### src/rtl/cla_slice_sequencer_if.sv
// Request/response bundle for cla_slice_sequencer.
//   master : requester side. It drives in_valid, a, b, op, c_in and out_ready.
//            It observes in_ready, out_valid, result, carry, overflow, zero and busy.
//   slave  : adder side. It has the opposite directions.
interface cla_slice_sequencer_if #(
    parameter int WIDTH = 32
);
    logic             in_valid;
    logic             in_ready;
    logic [WIDTH-1:0] a;
    logic [WIDTH-1:0] b;
    logic [1:0]       op;
    logic             c_in;
    logic             out_valid;
    logic             out_ready;
    logic [WIDTH-1:0] result;
    logic             carry;
    logic             overflow;
    logic             zero;
    logic             busy;

    modport master (
        output in_valid, a, b, op, c_in, out_ready,
        input  in_ready, out_valid, result, carry, overflow, zero, busy
    );

    modport slave (
        input  in_valid, a, b, op, c_in, out_ready,
        output in_ready, out_valid, result, carry, overflow, zero, busy
    );
endinterface

### src/rtl/cla_slice_sequencer.sv
// Multi-cycle add/subtract unit.
// One SLICE-bit carry-lookahead adder is shared across a WIDTH-bit operation.
// Slices are processed LSB-first, and each slice's carry-out is registered
// into the next slice.
// Ports:
//   clk  : rising-edge clock.
//   rst  : synchronous, active-high reset.
//   bus  : slave modport of cla_slice_sequencer_if.
//          Request side:  in_valid/in_ready, a, b, op, c_in.
//          Response side: out_valid/out_ready, result, carry, overflow, zero, busy.
//   op encoding: 00 ADD, 01 SUB, 10 ADC, 11 SBC.
module cla_slice_sequencer #(
    parameter int WIDTH = 32,
    parameter int SLICE = 8
) (
    input  logic                  clk,
    input  logic                  rst,
    cla_slice_sequencer_if.slave  bus
);
    localparam int NUM_SLICES = WIDTH / SLICE;
    localparam int NUM_GROUPS = SLICE / 4;
    localparam int IDX_W      = (NUM_SLICES > 1) ? $clog2(NUM_SLICES) : 1;
    localparam logic [IDX_W-1:0] LAST_IDX = IDX_W'(NUM_SLICES - 1);

    typedef enum logic [1:0] {IDLE, RUN, DONE} state_t;

    state_t           state;
    logic [WIDTH-1:0] a_reg;
    logic [WIDTH-1:0] b_reg;
    logic [IDX_W-1:0] idx;
    logic             cin_reg;

    logic             in_ready_r;
    logic             out_valid_r;
    logic             busy_r;
    logic [WIDTH-1:0] result_r;
    logic             carry_r;
    logic             overflow_r;
    logic             zero_r;

    logic [SLICE-1:0] a_s;
    logic [SLICE-1:0] b_s;
    logic [SLICE-1:0] p;
    logic [SLICE-1:0] g;
    logic [SLICE:0]   c;
    logic [SLICE-1:0] slice_sum;
    logic [WIDTH-1:0] next_result;

    // This function computes the generate term of a 4-bit group.
    function automatic logic group_gen(input logic [3:0] gp, input logic [3:0] gg);
        return gg[3] | (gp[3] & gg[2]) | (gp[3] & gp[2] & gg[1])
             | (gp[3] & gp[2] & gp[1] & gg[0]);
    endfunction

    // This function computes the propagate term of a 4-bit group.
    function automatic logic group_prop(input logic [3:0] gp);
        return &gp;
    endfunction

    // Slice adder.
    // Inside each group, the carries come from p/g and the group carry-in only.
    // The groups are chained through their G/P terms.
    always_comb begin
        a_s  = a_reg[idx*SLICE +: SLICE];
        b_s  = b_reg[idx*SLICE +: SLICE];
        p    = a_s ^ b_s;
        g    = a_s & b_s;
        c    = '0;
        c[0] = cin_reg;
        for (int grp = 0; grp < NUM_GROUPS; grp++) begin
            c[4*grp+1] = g[4*grp] | (p[4*grp] & c[4*grp]);
            c[4*grp+2] = g[4*grp+1] | (p[4*grp+1] & g[4*grp])
                       | (p[4*grp+1] & p[4*grp] & c[4*grp]);
            c[4*grp+3] = g[4*grp+2] | (p[4*grp+2] & g[4*grp+1])
                       | (p[4*grp+2] & p[4*grp+1] & g[4*grp])
                       | (p[4*grp+2] & p[4*grp+1] & p[4*grp] & c[4*grp]);
            c[4*grp+4] = group_gen(p[4*grp +: 4], g[4*grp +: 4])
                       | (group_prop(p[4*grp +: 4]) & c[4*grp]);
        end
        slice_sum   = p ^ c[SLICE-1:0];
        next_result = result_r;
        next_result[idx*SLICE +: SLICE] = slice_sum;
    end

    // Operands are captured only at the accept edge.
    // B is stored pre-inverted for subtract ops.
    always_ff @(posedge clk) begin
        if (state == IDLE && bus.in_valid) begin
            a_reg <= bus.a;
            b_reg <= bus.op[0] ? ~bus.b : bus.b;
        end
    end

    always_ff @(posedge clk) begin
        if (rst) begin
            state       <= IDLE;
            in_ready_r  <= 1'b1;
            out_valid_r <= 1'b0;
            busy_r      <= 1'b0;
            result_r    <= '0;
            carry_r     <= 1'b0;
            overflow_r  <= 1'b0;
            zero_r      <= 1'b0;
            idx         <= '0;
            cin_reg     <= 1'b0;
        end else begin
            case (state)
                IDLE: begin
                    if (bus.in_valid) begin
                        idx        <= '0;
                        // The carry-in is 1 for SUB, c_in for ADC/SBC and 0 for ADD.
                        cin_reg    <= bus.op[1] ? bus.c_in : bus.op[0];
                        in_ready_r <= 1'b0;
                        busy_r     <= 1'b1;
                        state      <= RUN;
                    end
                end
                RUN: begin
                    result_r <= next_result;
                    cin_reg  <= c[SLICE];
                    idx      <= idx + 1'b1;
                    if (idx == LAST_IDX) begin
                        carry_r     <= c[SLICE];
                        overflow_r  <= c[SLICE] ^ c[SLICE-1];
                        zero_r      <= (next_result == '0);
                        busy_r      <= 1'b0;
                        out_valid_r <= 1'b1;
                        state       <= DONE;
                    end
                end
                DONE: begin
                    // A new request cannot be accepted in the same cycle
                    // that the result is consumed.
                    if (bus.out_ready) begin
                        out_valid_r <= 1'b0;
                        in_ready_r  <= 1'b1;
                        state       <= IDLE;
                    end
                end
                default: state <= IDLE;
            endcase
        end
    end

    assign bus.in_ready  = in_ready_r;
    assign bus.out_valid = out_valid_r;
    assign bus.busy      = busy_r;
    assign bus.result    = result_r;
    assign bus.carry     = carry_r;
    assign bus.overflow  = overflow_r;
    assign bus.zero      = zero_r;
endmodule

### src/flat_wrapper.sv
// flat-port wrapper written by rule: the top's interface ports become plain ports
module cla_slice_sequencer_flat 
#(
    parameter int WIDTH = 32,
    parameter int SLICE = 8
)
  (clk, rst, bus_in_valid, bus_a, bus_b, bus_op, bus_c_in, bus_out_ready, bus_in_ready, bus_out_valid, bus_result, bus_carry, bus_overflow, bus_zero, bus_busy);
  cla_slice_sequencer_if #(.WIDTH(WIDTH)) bus_i ();
  input  logic clk;
  input  logic rst;
  input wire logic [$bits(bus_i.in_valid)-1:0] bus_in_valid;
  input wire logic [$bits(bus_i.a)-1:0] bus_a;
  input wire logic [$bits(bus_i.b)-1:0] bus_b;
  input wire logic [$bits(bus_i.op)-1:0] bus_op;
  input wire logic [$bits(bus_i.c_in)-1:0] bus_c_in;
  input wire logic [$bits(bus_i.out_ready)-1:0] bus_out_ready;
  output wire logic [$bits(bus_i.in_ready)-1:0] bus_in_ready;
  output wire logic [$bits(bus_i.out_valid)-1:0] bus_out_valid;
  output wire logic [$bits(bus_i.result)-1:0] bus_result;
  output wire logic [$bits(bus_i.carry)-1:0] bus_carry;
  output wire logic [$bits(bus_i.overflow)-1:0] bus_overflow;
  output wire logic [$bits(bus_i.zero)-1:0] bus_zero;
  output wire logic [$bits(bus_i.busy)-1:0] bus_busy;
  assign bus_i.in_valid = bus_in_valid;
  assign bus_i.a = bus_a;
  assign bus_i.b = bus_b;
  assign bus_i.op = bus_op;
  assign bus_i.c_in = bus_c_in;
  assign bus_i.out_ready = bus_out_ready;
  assign bus_in_ready = bus_i.in_ready;
  assign bus_out_valid = bus_i.out_valid;
  assign bus_result = bus_i.result;
  assign bus_carry = bus_i.carry;
  assign bus_overflow = bus_i.overflow;
  assign bus_zero = bus_i.zero;
  assign bus_busy = bus_i.busy;
  cla_slice_sequencer #(.WIDTH(WIDTH), .SLICE(SLICE)) u_core (.clk(clk), .rst(rst), .bus(bus_i));
endmodule
### config.mk
export PLATFORM = sky130hd
export DESIGN_NAME = cla_slice_sequencer_flat
export DESIGN_NICKNAME = d
export VERILOG_FILES = /design/src/rtl/cla_slice_sequencer_if.sv /design/src/rtl/cla_slice_sequencer.sv /design/src/flat_wrapper.sv
export SDC_FILE = /design/constraint.sdc
export NUM_CORES = 1
export LEC_CHECK = 0
export BUFFER_PORTS_ARGS = -buffer_cell sky130_fd_sc_hd__clkbuf_2
export CORE_MARGIN = 2
export CORE_UTILIZATION = 50
export CTS_BUF_LIST = sky130_fd_sc_hd__clkbuf_8
export DETAILED_ROUTE_END_ITERATION = 6
export GPL_TIMING_DRIVEN = 0
export HOLD_SLACK_MARGIN = 0.05
export PLACE_DENSITY_LB_ADDON = 0.1
export SLEW_MARGIN = 25
export SYNTH_ARGS = -nofsm -noshare
export SYNTH_HDL_FRONTEND = slang
export SYNTH_SLANG_ARGS = --single-unit
### constraint.sdc
create_clock -name clk -period 11.6 [get_ports clk]
set_input_delay 0.58 -clock clk [delete_from_list [all_inputs] [get_ports clk]]
set_output_delay 0.58 -clock clk [all_outputs]
set_load 0.005 [all_outputs]
# Word level (Yosys, flattened, before mapping)

Cells that the tools add are included.

Register bits after elaboration: 107
Input port bits: 71
Output and inout port bits: 38
Logic and storage cells: 113

Add/sub/neg operators: 2
Equality and inequality tests: 6
Shift operators: 4
Multiplexer cells: 20
Bitwise operators: 55
Reductions and logical operators: 14

Operators with widths:

| kind                                                   | count |
|---|---|
| variable part select 32 x 6 -> 8 bit                   | 2 |
| negator 5 -> 34 bit                                    | 1 |
| variable shift 8 x 34 -> 32 bit (first input constant) | 1 |
| variable part select 8 x 34 -> 32 bit                  | 1 |
| bitwise mux 32 bit                                     | 1 |
| logical NOT 32 bit                                     | 1 |
| two-way mux 32 bit                                     | 1 |
| NOT 32 bit                                             | 1 |
| bitwise AND 1 bit                                      | 30 |
| OR 1 bit                                               | 20 |
| bitwise XOR 8 bit                                      | 2 |
| AND reduction 3 bit                                    | 4 |
| bitwise AND 8 bit                                      | 1 |
| two-way mux 1 bit                                      | 8 |
| two-way mux 2 bit                                      | 4 |
| one-hot mux 1 bit (2 select lines)                     | 4 |
| AND reduction 4 bit                                    | 2 |
| one-hot mux 2 bit (3 select lines)                     | 1 |
| nonzero test 2 bit                                     | 3 |
| equality test 2 bit (second input constant)            | 2 |
| inequality test 2 bit (second input constant)          | 2 |
| one-hot mux 2 bit (2 select lines)                     | 1 |
| AND reduction 2 bit                                    | 2 |
| adder 2 x 1 -> 2 bit (second input constant)           | 1 |
| 5 further kinds                                        | 5 |

# Depth between registers and ports, before layout

Gate-level depths: netlist of the first run.

Word-level depth: 13
Depth in mapped cells: 13
Depth with buffers taken out: 11

# Worst setup path after synthesis of the first run

Ideal clock, no wire load.

Path kind: input-to-reg
From: in bus_in_valid
To: reg u_core.cin_reg
Library setup time: 0.123 ns
Arrival time: 4.182 ns
Data required time: 11.477 ns
Path slack: 7.295 ns
Stages: 6
Buffers on the path: 0
Cell sequence: nand2b_1 > nor2_1 > nor2_1 > a22oi_1 > o21ai_0 > nor2b_1

Word-level cells in the longest chain between the ends: 2

RTL lines:

| item                                   | line                       | RTL |
|---|---|---|
| start, declared                        | flat_wrapper.sv:11         | `input wire logic [$bits(bus_i.in_valid)-1:0] bus_in_valid;` |
| inequality test 2 bit (no source line) | n/a                        |  |
| AND reduction 2 bit (no source line)   | n/a                        |  |
| end signal, assigned                   | cla_slice_sequencer.sv:112 | `cin_reg <= bus.op[1] ? bus.c_in : bus.op[0];` |
| end signal, assigned                   | cla_slice_sequencer.sv:120 | `cin_reg <= c[SLICE];` |
| end, declared                          | cla_slice_sequencer.sv:31  | `logic cin_reg;` |

Every way passes these cells.
A chain may end at the register's enable or synchronous reset.

# Final worst setup path of the first run

From: reg u_core.idx[1]
To: reg u_core.zero_r, in the netlist u_core.bus.zero

Word-level cells in the longest chain between the ends: 13
Elaborated cells on any way between the ends: 53
Classes of those cells: 1 x add/sub; 1 x eq/ne; 4 x shift; 1 x mux; 43 x bitwise; 3 x reduce/logical

RTL lines:

| item                                                           | line                                                                            | RTL |
|---|---|---|
| start, declared                                                | cla_slice_sequencer.sv:30                                                       | `logic [IDX_W-1:0] idx;` |
| start signal, assigned                                         | cla_slice_sequencer.sv:121                                                      | `idx <= idx + 1'b1;` |
| variable part select 32 x 6 -> 8 bit, on equally long branches | cla_slice_sequencer.sv:64, cla_slice_sequencer.sv:65                            |  |
| bitwise XOR 8 bit / bitwise AND 8 bit (equally long branches)  | cla_slice_sequencer.sv:66, cla_slice_sequencer.sv:67                            |  |
| bitwise AND 1 bit, on equally long branches                    | cla_slice_sequencer.sv:51, cla_slice_sequencer.sv:52                            |  |
| OR 1 bit (tied with other cells)                               | cla_slice_sequencer.sv:51                                                       | `return gg[3] \| (gp[3] & gg[2]) \| (gp[3] & gp[2] & gg[1])` |
| OR 1 bit / bitwise AND 1 bit (equally long branches)           | cla_slice_sequencer.sv:51, cla_slice_sequencer.sv:52                            |  |
| OR 1 bit                                                       | cla_slice_sequencer.sv:52                                                       | `\| (gp[3] & gp[2] & gp[1] & gg[0]);` |
| OR 1 bit                                                       | cla_slice_sequencer.sv:78                                                       | `\| (group_prop(p[4*grp +: 4]) & c[4*grp]);` |
| bitwise AND 1 bit, on equally long branches                    | cla_slice_sequencer.sv:71, cla_slice_sequencer.sv:73, cla_slice_sequencer.sv:76 |  |
| OR 1 bit, on equally long branches                             | cla_slice_sequencer.sv:71, cla_slice_sequencer.sv:73, cla_slice_sequencer.sv:76 |  |
| bitwise XOR 8 bit                                              | cla_slice_sequencer.sv:80                                                       | `slice_sum = p ^ c[SLICE-1:0];` |
| variable part select 8 x 34 -> 32 bit                          | cla_slice_sequencer.sv:82                                                       | `next_result[idx*SLICE +: SLICE] = slice_sum;` |
| bitwise mux 32 bit                                             | cla_slice_sequencer.sv:82                                                       |  |
| logical NOT 32 bit                                             | cla_slice_sequencer.sv:125                                                      | `zero_r <= (next_result == '0);` |
| end signal, assigned                                           | cla_slice_sequencer.sv:125                                                      |  |
| end, declared                                                  | cla_slice_sequencer.sv:39                                                       | `logic zero_r;` |

Parallel ways exist; a longest one is shown, timed or not.

==> flow_summary.yaml, run 1 <==
sta:
  clock_skew_ns: 0.0175
  rsz0062_at_grt: "false"
  layout_setup_ws_ns: 7.71
  min_period_ns: 3.89
  period_share: 0.335
  hold_viol_final: 0
  max_freq_ghz: 0.257
  setup_viol: 0
  slew_viol_final: 0
  tightest_slew_ns: 0.698
  fin_tns_setup_ns: 0
  slew_headroom: 0.532
setup_path:
  crit_type: "reg -> reg"
  timing.reg2reg.setup_slack_ns: 7.71
  r2r_end: "u_core.bus.zero"
  r2r-start: "u_core.idx[1]"
  start_kind: "flip-flop"
  crit_start: "u_core.idx[1]"
  crit_required_ns: 11.91
  crit_arrival_ns: 4.20
  reg2reg_depth: 13
  cp_max_fo: 10
  crit_path_end_kind: "flip-flop"
global_routing:
  grt_pass1_wl_um: 15700
  antenna_found_initial: 0
  grt_use_total: 0.200
  grt_max_degree: 29
  overflow: 0
  grt_pass1_vias: 3165
place:
  dp_slack_ns: 7.72
  gp_congestion: 0.801
  dp_hpwl_um: 7170
  io_buffers: 106
hold_path:
  hold_end: "u_core.a_reg[6]"
  min_path_type: "in -> reg"
  hold_depth: 1
  min_from: "bus_a[6]"
drt:
  drc_errors: 0
  via_count: 3254
  first_pass_iters: 4
  postRouteAntennaNets: 0
  avgViaCountPerCell: 5.27
  drt-initial-drc-count: 98
  wire_per_inst_um: 15.9
  wirelength_um: 9810
cts:
  h-tree-depth: 3
  cts_hold_buf: 0
  clock-sinks: 107
  tritoncts: "done"
  ctsRootBufferMaster: "clkbuf_8"
  cts.path.max_buffers: 2
  cts_buffers: 9
  clk_latency_ns: 0.37
  path_clk_slew_ns: 0.11
  cts_resized: 0
  postCtsSetupBuffers: 0
yosys:
  ys_seq_area_frac: 0.584
  synth-seq-cells: 107
  synthesis.nets: 451
  synth_cells: 364
  syn_avg_cell_area_um2: 13.1
  synthFlopType: "edfxtp_1"
  synth_area_um2: 4760
  ys_warn_count: 0
  yosys.area.top_type: "edfxtp_1"
  synth_area_leaders: "edfxtp_1 (40%), dfxtp_1 (18%), mux4_2 (7.6%)"
  synth.distinct_cells: 44
  synth_top_area_share: 0.404
  synth_edf_count: 64
  ys_async_sr_fraction: 0
floorplanning:
  die_x_um: 102
  io_pins: 109
  core_um2: 9240
  placementRows: 35
  dieArea_um2: 10300
  start_util: 0.515
  die_h_um: 102
final_layout:
  n_fill_cell: 796
  utilization: 0.615
  drive_gt1_frac: 0.326
  diodes: 0
  nets: 570
  syn_to_final_growth_pct: 19.4
outcome:
  status: "finished, final reports clean"
pwr:
  ir_drop_mv: 0.0721
  leakagePower_uw: 0.00226
  power_density_nw_per_um2: 142
run:
  drv_cap: 0
==> critical path: stages (launching register included) <==
cell and delay (ns):
dfxtp_1 0.40, clkbuf_1 0.47, buf_2 0.41, mux4_2 0.38
ha_1 0.32, o21ai_0 0.14, nor2_1 0.12, nor2_1 0.16
o21bai_1 0.10, fa_1 0.38, xor2_1 0.27, o41ai_1 0.37
nand4_1 0.17, o21ai_2 0.15
==> Yosys cell counts, drive strengths merged, types with 8 or more instances <==
cell type and n:
edfxtp 64, nor2 50, dfxtp 43, xor2 34, a22oi 33, a21oi 16
mux4 16, ha 14, inv 11, nand2 11, buf 10, o21ai 8
==> per-layer routing <==
metal / wire length (um) / global-route usage / vias up
met5: 0 / 0 / -
met4: 213 / 0.0863 / 0
met3: 422 / 0.0359 / 16
met2: 4770 / 0.325 / 90
met1: 4400 / 0.266 / 1563
li1: - / - / 1585
==> area by class of cell <==
type                    count  area [um^2]  share of cell area
plain buffers              17         78.8              0.0139
clock buffers               9          124              0.0218
clock inverters             7         52.6             0.00924
inverters                  11         41.3             0.00726
multi-input cells         229         1870               0.328
flip-flops and latches    107         2780               0.490
well taps                 129          161              0.0284
repair buffers            108          578               0.102
==> report_power, final <==
part | switching, uW | internal [uW] | total (uW) | leakage [uW]
logic | 93.4 | 63.9 | 157 | 0.00120
clock network | 131 | 80.2 | 211 | 0.0000947
registers | 8.10 | 428 | 436 | 0.000961
==> cells by family (layout without fill, tap and decap cells) <==
family,after synthesis,in the layout,synth area share
AND/OR/NAND/NOR,86,86,0.0862
adder cells (fa/ha/maj),16,16,0.0452
AO/OA/AOI/OAI,71,71,0.107
multiplexers,19,19,0.0825
buffers and inverters,28,152,0.0252
flip-flops,107,107,0.584
XOR/XNOR,37,37,0.0696
==> stage by stage <==
stage / total power (uW) / area, um^2 / hold WS [ns] / std cells
after floorplan: 546 / 4760 / 0.458 / 364
after global routing: 841 / 5680 / 0.357 / 617
after detailed placement: 602 / 5510 / 0.461 / 601
after CTS: 810 / 5680 / 0.358 / 617
after global placement: 598 / 5450 / 0.462 / 599
final: 805 / 5680 / 0.376 / 617
==> worst max path at each step <==
| stage | end | slack, ns |
|---|---|---|
| floorplan | u_core.cin_reg | 7.30 |
| global placement | u_core.cin_reg | 6.10 |
| detailed placement | u_core.bus.zero | 7.72 |
| CTS | u_core.bus.zero | 7.69 |
| global route | u_core.bus.zero | 7.49 |
| finish | u_core.bus.zero | 7.71 |
==> cell usage in the layout, fill, tap and decap left out, types with 3 or more instances in the layout <==
cell type and count:
a21oi_1 16, a22oi_1 33, buf_2 9, clkbuf_1 7, clkbuf_2 106, clkbuf_8 9
dfxtp_1 43, edfxtp_1 64, ha_1 14, inv_1 13, mux4_2 16, nand2_1 11
nor2_1 48, nor2b_1 4, nor3_1 4, nor4_1 6, o21ai_0 6, xnor2_1 3
xor2_1 33
Power figures use the tool's default switching activity.
==> inputs of run 2 (changes only) <==
ABC_AREA = 1   (was default)
clock period = 3.7 ns   (was 11.6 ns; I/O delays follow)
==> flow_summary.yaml, run 2 <==
sta:
  hold_viol_final: 0
  clock_skew_ns: 0.0183
  rsz0062_at_grt: "true"
  slew_headroom: 0.565
  whs_ns: 0.0901
  layout_setup_ws_ns: 0.146
  slew_viol_final: 0
  max_freq_ghz: 0.281
  period_share: 0.961
  setup_viol: 0
  min_period_ns: 3.55
  fin_tns_setup_ns: 0
  tightest_slew_ns: 0.653
drt:
  postRouteAntennaNets: 0
  avgViaCountPerCell: 5.20
  drc_errors: 0
  wirelength_um: 15300
  via_count: 4793
  first_pass_iters: 5
  wire_per_inst_um: 16.6
  drt-initial-drc-count: 286
outcome:
  status: "finished, final reports clean"
floorplanning:
  io_pins: 109
  dieArea_um2: 11700
  die_h_um: 108
  die_x_um: 108
  start_util: 0.520
  placementRows: 37
  core_um2: 10400
final_layout:
  drive_gt1_frac: 0.274
  syn_to_final_growth_pct: 30.7
  layout_common_cells: "clkbuf_2 (106), nand2_1 (80), inv_1 (77), nor2_1 (71), edfxtp_1 (64)"
  nets: 868
  final_common_cell: "clkbuf_2"
  diodes: 0
setup_path:
  path_cells: "buf_4 -> buf_6 -> nand2_1 -> a32oi_2 -> ha_4 -> nand2_2 -> nand2_2 -> nand3_2 -> nand2_4 -> fa_1 -> inv_2 -> nor2_4 -> a21boi_2 -> nand2_1 -> nor2_2 -> nand2_1 -> nor2_1 -> nand3_1 -> nor2_2 -> nand3_2 -> nor2_4 -> nand3_2 -> a21oi_2"
  crit_cells: 23
  crit_start: "u_core.idx[0]"
  critPathBufInv: 3
  cp_max_fo: 6
  start_kind: "flip-flop"
  reg2reg_depth: 23
  crit_required_ns: 4.02
  slowest_stage: "fa_1"
  critical-path-top-delay-family: "simple AND/OR/NAND/NOR gates"
  r2r-start: "u_core.idx[0]"
  crit_path_max_incr_delay_ns: 0.52
  crit_type: "reg -> reg"
  crit_arrival_ns: 3.87
  crit_path_end_kind: "flip-flop"
yosys:
  synth-seq-cells: 107
  synth_edf_count: 64
  synth.most_common_cell: "nand2_1"
  synthFlopType: "edfxtp_1"
  synth.distinct_cells: 39
  ys_warn_count: 0
  synth_area_um2: 5410
  yosys.area.top_type: "edfxtp_1"
  syn_avg_cell_area_um2: 8.82
  synth_common_cells: "nand2_1 (83), nor2_1 (81), inv_1 (77)"
  synth_cells: 614
  synth_top_area_share: 0.355
  synthesis.nets: 701
  ys_seq_area_frac: 0.514
  synth_area_leaders: "edfxtp_1 (36%), dfxtp_1 (16%), nand2_1 (5.8%)"
  ys_async_sr_fraction: 0
global_routing:
  grt_max_degree: 63
  overflow: 0
  antenna_found_initial: 0
  grt_pass1_wl_um: 22900
  grt_use_total: 0.261
  grt_pass1_vias: 4561
cts:
  ctsRootBufferMaster: "clkbuf_8"
  tritoncts: "done"
  path_clk_slew_ns: 0.11
  cts_buffers: 9
  h-tree-depth: 3
  clock-sinks: 107
  clk_latency_ns: 0.38
  cts.path.max_buffers: 2
hold_path:
  min_path_type: "in -> reg"
  hold_depth: 3
  min_from: "bus_out_ready"
place:
  io_buffers: 106
  dp_hpwl_um: 10400
  gp_congestion: 0.928
  dp_slack_ns: -0.782
run:
  drv_cap: 0
pwr:
  ir_drop_mv: 0.274
  leakagePower_uw: 0.00324
  power_density_nw_per_um2: 452
  power_uw: 3200
==> run 2: timing repair <==
action | in CTS | in global routing
hold buffers | 32 | 0
pin swaps | 7 | 22
cloned | 0 | 2
setup endpoints to repair | 6 | 1
setup buffers | 4 | 12
gates resized for setup | 33 | 47
endpoints found under the hold margin | 32 | 0
==> run 2: cell type report <==
class / instances / area (um^2)
buffer: 24 / 196
clock buffer: 9 / 124
clock inverter: 7 / 124
fill: 854 / 3340
inverter: 92 / 358
multi-input combinational: 390 / 2280
sequential: 107 / 2790
tap: 136 / 170
timing repair buffer: 157 / 1030
==> run 2: final timing paths <==
kind | to | slack, ns
hold / removal | u_core.state[1] | 0.09
setup / recovery | u_core.bus.zero | 0.15
hold reg to reg | u_core.bus.busy | 0.47
setup reg to reg | u_core.bus.zero | 0.15
==> run 2: cell families after synthesis <==
| group | Yosys count | synth area share |
|---|---|---|
| AOI/OAI and AO/OA | 122 | 0.131 |
| xor gates and xnor gates | 32 | 0.0518 |
| adders and majority gates | 16 | 0.0398 |
| buffers and inverters | 117 | 0.0853 |
| DFF | 107 | 0.514 |
| and+or+nand+nor | 220 | 0.178 |
==> run 2: metrics by stage <==
stage	util	cell area, um^2	cells
after floorplan	-	5410	614
after global placement	0.587	6110	856
after detailed placement	0.590	6140	857
after CTS	0.655	6830	909
after global routing	0.679	7080	922
final	0.679	7080	922
==> run 2: layer usage <==
| metal | part of all wire | GRT usage | wire (um) | up-vias |
|---|---|---|---|---|
| li1 | - | - | - | 2374 |
| met3 | 0.055 | 0.0374 | 839 | 39 |
| met5 | 0 | 0 | 0 | - |
| met2 | 0.51 | 0.467 | 7770 | 177 |
| met1 | 0.41 | 0.316 | 6210 | 2203 |
| met4 | 0.030 | 0.107 | 461 | 0 |
==> run 2: worst register-to-register path, cell delays in order (launching register included) <==
cell      delay (ns)
dfxtp_4         0.42
buf_4           0.14
buf_6           0.11
nand2_1         0.07
a32oi_2         0.31
ha_4            0.26
nand2_2         0.07
nand2_2         0.07
nand3_2         0.09
nand2_4         0.07
fa_1            0.52
inv_2           0.09
nor2_4          0.05
a21boi_2        0.18
nand2_1         0.08
nor2_2          0.14
nand2_1         0.07
nor2_1          0.08
nand3_1         0.08
nor2_2          0.14
nand3_2         0.11
nor2_4          0.13
nand3_2         0.09
a21oi_2         0.13
==> run 2: report_power, final <==
group | switching, uW | leakage, uW | internal (uW) | total [uW]
sequential | 47.8 | 0.000968 | 1370 | 1420
clock | 409 | 0.000135 | 481 | 890
combinational | 534 | 0.00214 | 358 | 893
total | 991 | 0.00324 | 2210 | 3200
==> inputs of run 3 (changes only) <==
MAX_ROUTING_LAYER = met4   (was default)
clock period = 4.35 ns   (was 3.7 ns; I/O delays follow)
==> flow_summary.yaml, run 3 (synthesized netlist as in run 2, its figures left out) <==
drt:
  drc_errors: 0
  via_count: 4720
  wirelength_um: 14500
  avgViaCountPerCell: 5.22
  wire_per_inst_um: 16.1
  postRouteAntennaNets: 0
  first_pass_iters: 4
  drt-initial-drc-count: 337
global_routing:
  overflow: 0
  grt_max_degree: 63
  grt_use_total: 0.263
  antenna_found_initial: 0
  grt_pass1_vias: 4528
  grt_pass1_wl_um: 22600
floorplanning:
  core_um2: 10400
  start_util: 0.520
  dieArea_um2: 11700
  die_h_um: 108
  io_pins: 109
  die_x_um: 108
  placementRows: 37
cts:
  path_clk_slew_ns: 0.11
  cts_buffers: 9
  postCtsSetupBuffers: 0
  ctsRootBufferMaster: "clkbuf_8"
  clk_latency_ns: 0.37
  clock-sinks: 107
  cts.path.max_buffers: 2
  h-tree-depth: 3
  tritoncts: "done"
sta:
  min_period_ns: 4.12
  slew_headroom: 0.551
  fin_tns_setup_ns: 0
  rsz0062_at_grt: "false"
  tightest_slew_ns: 0.673
  slew_viol_final: 0
  period_share: 0.947
  setup_viol: 0
  max_freq_ghz: 0.243
  clock_skew_ns: 0.0100
  hold_viol_final: 0
setup_path:
  crit_type: "reg -> reg"
  crit_path_end_kind: "flip-flop"
  crit_required_ns: 4.66
  start_kind: "flip-flop"
  reg2reg_depth: 24
  cp_max_fo: 10
  crit_arrival_ns: 4.43
place:
  gp_congestion: 0.924
  io_buffers: 106
  dp_hpwl_um: 10300
  post-place-cells: 857
pwr:
  power_density_nw_per_um2: 370
  leakagePower_uw: 0.00307
  ir_drop_mv: 0.226
final_layout:
  stdcell_count: 905
  diodes: 0
  layout_common_cells: "clkbuf_2 (110), nand2_1 (83), nor2_1 (81), inv_1 (78), edfxtp_1 (64)"
  drive_gt1_frac: 0.221
  syn_to_final_growth_pct: 23.3
  final_common_cell: "clkbuf_2"
  nets: 851
hold_path:
  hold_depth: 2
  min_path_type: "in -> reg"
run:
  drv_cap: 0
outcome:
  status: "finished, final reports clean"
==> run 3: final timing paths <==
check | start | endpoint | slack, ns
worst max-delay path | u_core.idx[0] | u_core.bus.zero | 0.23
worst min register to register | u_core.bus.busy | u_core.bus.busy | 0.47
worst max register to register | u_core.idx[0] | u_core.bus.zero | 0.23
worst min-delay path | bus_b[17] | u_core.b_reg[17] | 0.13
==> run 3: power breakdown <==
group / total (uW) / switching, uW / internal (uW) / leakage (uW)
clock: 616 / 351 / 265 / 0.0000988
sequential: 1200 / 37.7 / 1160 / 0.000968
combinational: 653 / 416 / 237 / 0.00200
total: 2470 / 804 / 1670 / 0.00307
==> run 3: cell type report <==
cell class | count | area [um^2]
clock buffer | 9 | 124
buffer | 25 | 128
clock inverter | 7 | 67.6
tap | 136 | 170
timing repair buffer | 139 | 878
multi-input combinational | 390 | 2170
fill | 897 | 3740
sequential | 107 | 2780
inverter | 92 | 354
==> run 3: critical path, cell delays in order, from the launching register on <==
cell and delay, ns:
dfxtp_1 0.36, buf_6 0.16, inv_4 0.11, clkbuf_1 0.42, o21ai_0 0.16, o22ai_1 0.24, ha_1 0.33, inv_2 0.08
nand2_2 0.07, nand3_2 0.07, nand2_2 0.08, fa_1 0.48, inv_1 0.07, nor2_1 0.10, a21boi_2 0.20, nand2_1 0.07
nor2_1 0.18, nand2_1 0.08, nor2_1 0.11, nand3_1 0.07, nor2_1 0.12, nand3_1 0.10, nor2_2 0.17, nand3_2 0.10
a21oi_2 0.12
==> run 3: routing by layer <==
layer | vias to the layer above | track usage | wire (um)
li1 | 2340 | - | -
met2 | 175 | 0.436 | 7200
met3 | 32 | 0.0440 | 890
met4 | 0 | 0.117 | 385
met5 | - | - | 0
met1 | 2173 | 0.318 | 6050
==> run 3: stage by stage <==
step / util / total power (uW) / area (um^2) / setup WS, ns / hold slack [ns]
floorplan: - / 1630 / 5410 / 0.959 / 0.316
global placement: 0.587 / 1830 / 6110 / -0.0793 / 0.395
detailed placement: 0.590 / 1840 / 6140 / -0.122 / 0.396
CTS: 0.639 / 2460 / 6660 / 0.0817 / 0.123
global route: 0.641 / 2600 / 6670 / 0.00361 / 0.121
finish: 0.641 / 2470 / 6670 / 0.231 / 0.129
==> run 3: timing repair <==
| item | in CTS | in global routing |
|---|---|---|
| pin swaps | 0 | 0 |
| resized for setup | 4 | 12 |
| setup endpoints to repair | 1 | 1 |
| hold buffers | 32 | 0 |
| endpoints found under the hold margin | 32 | 0 |
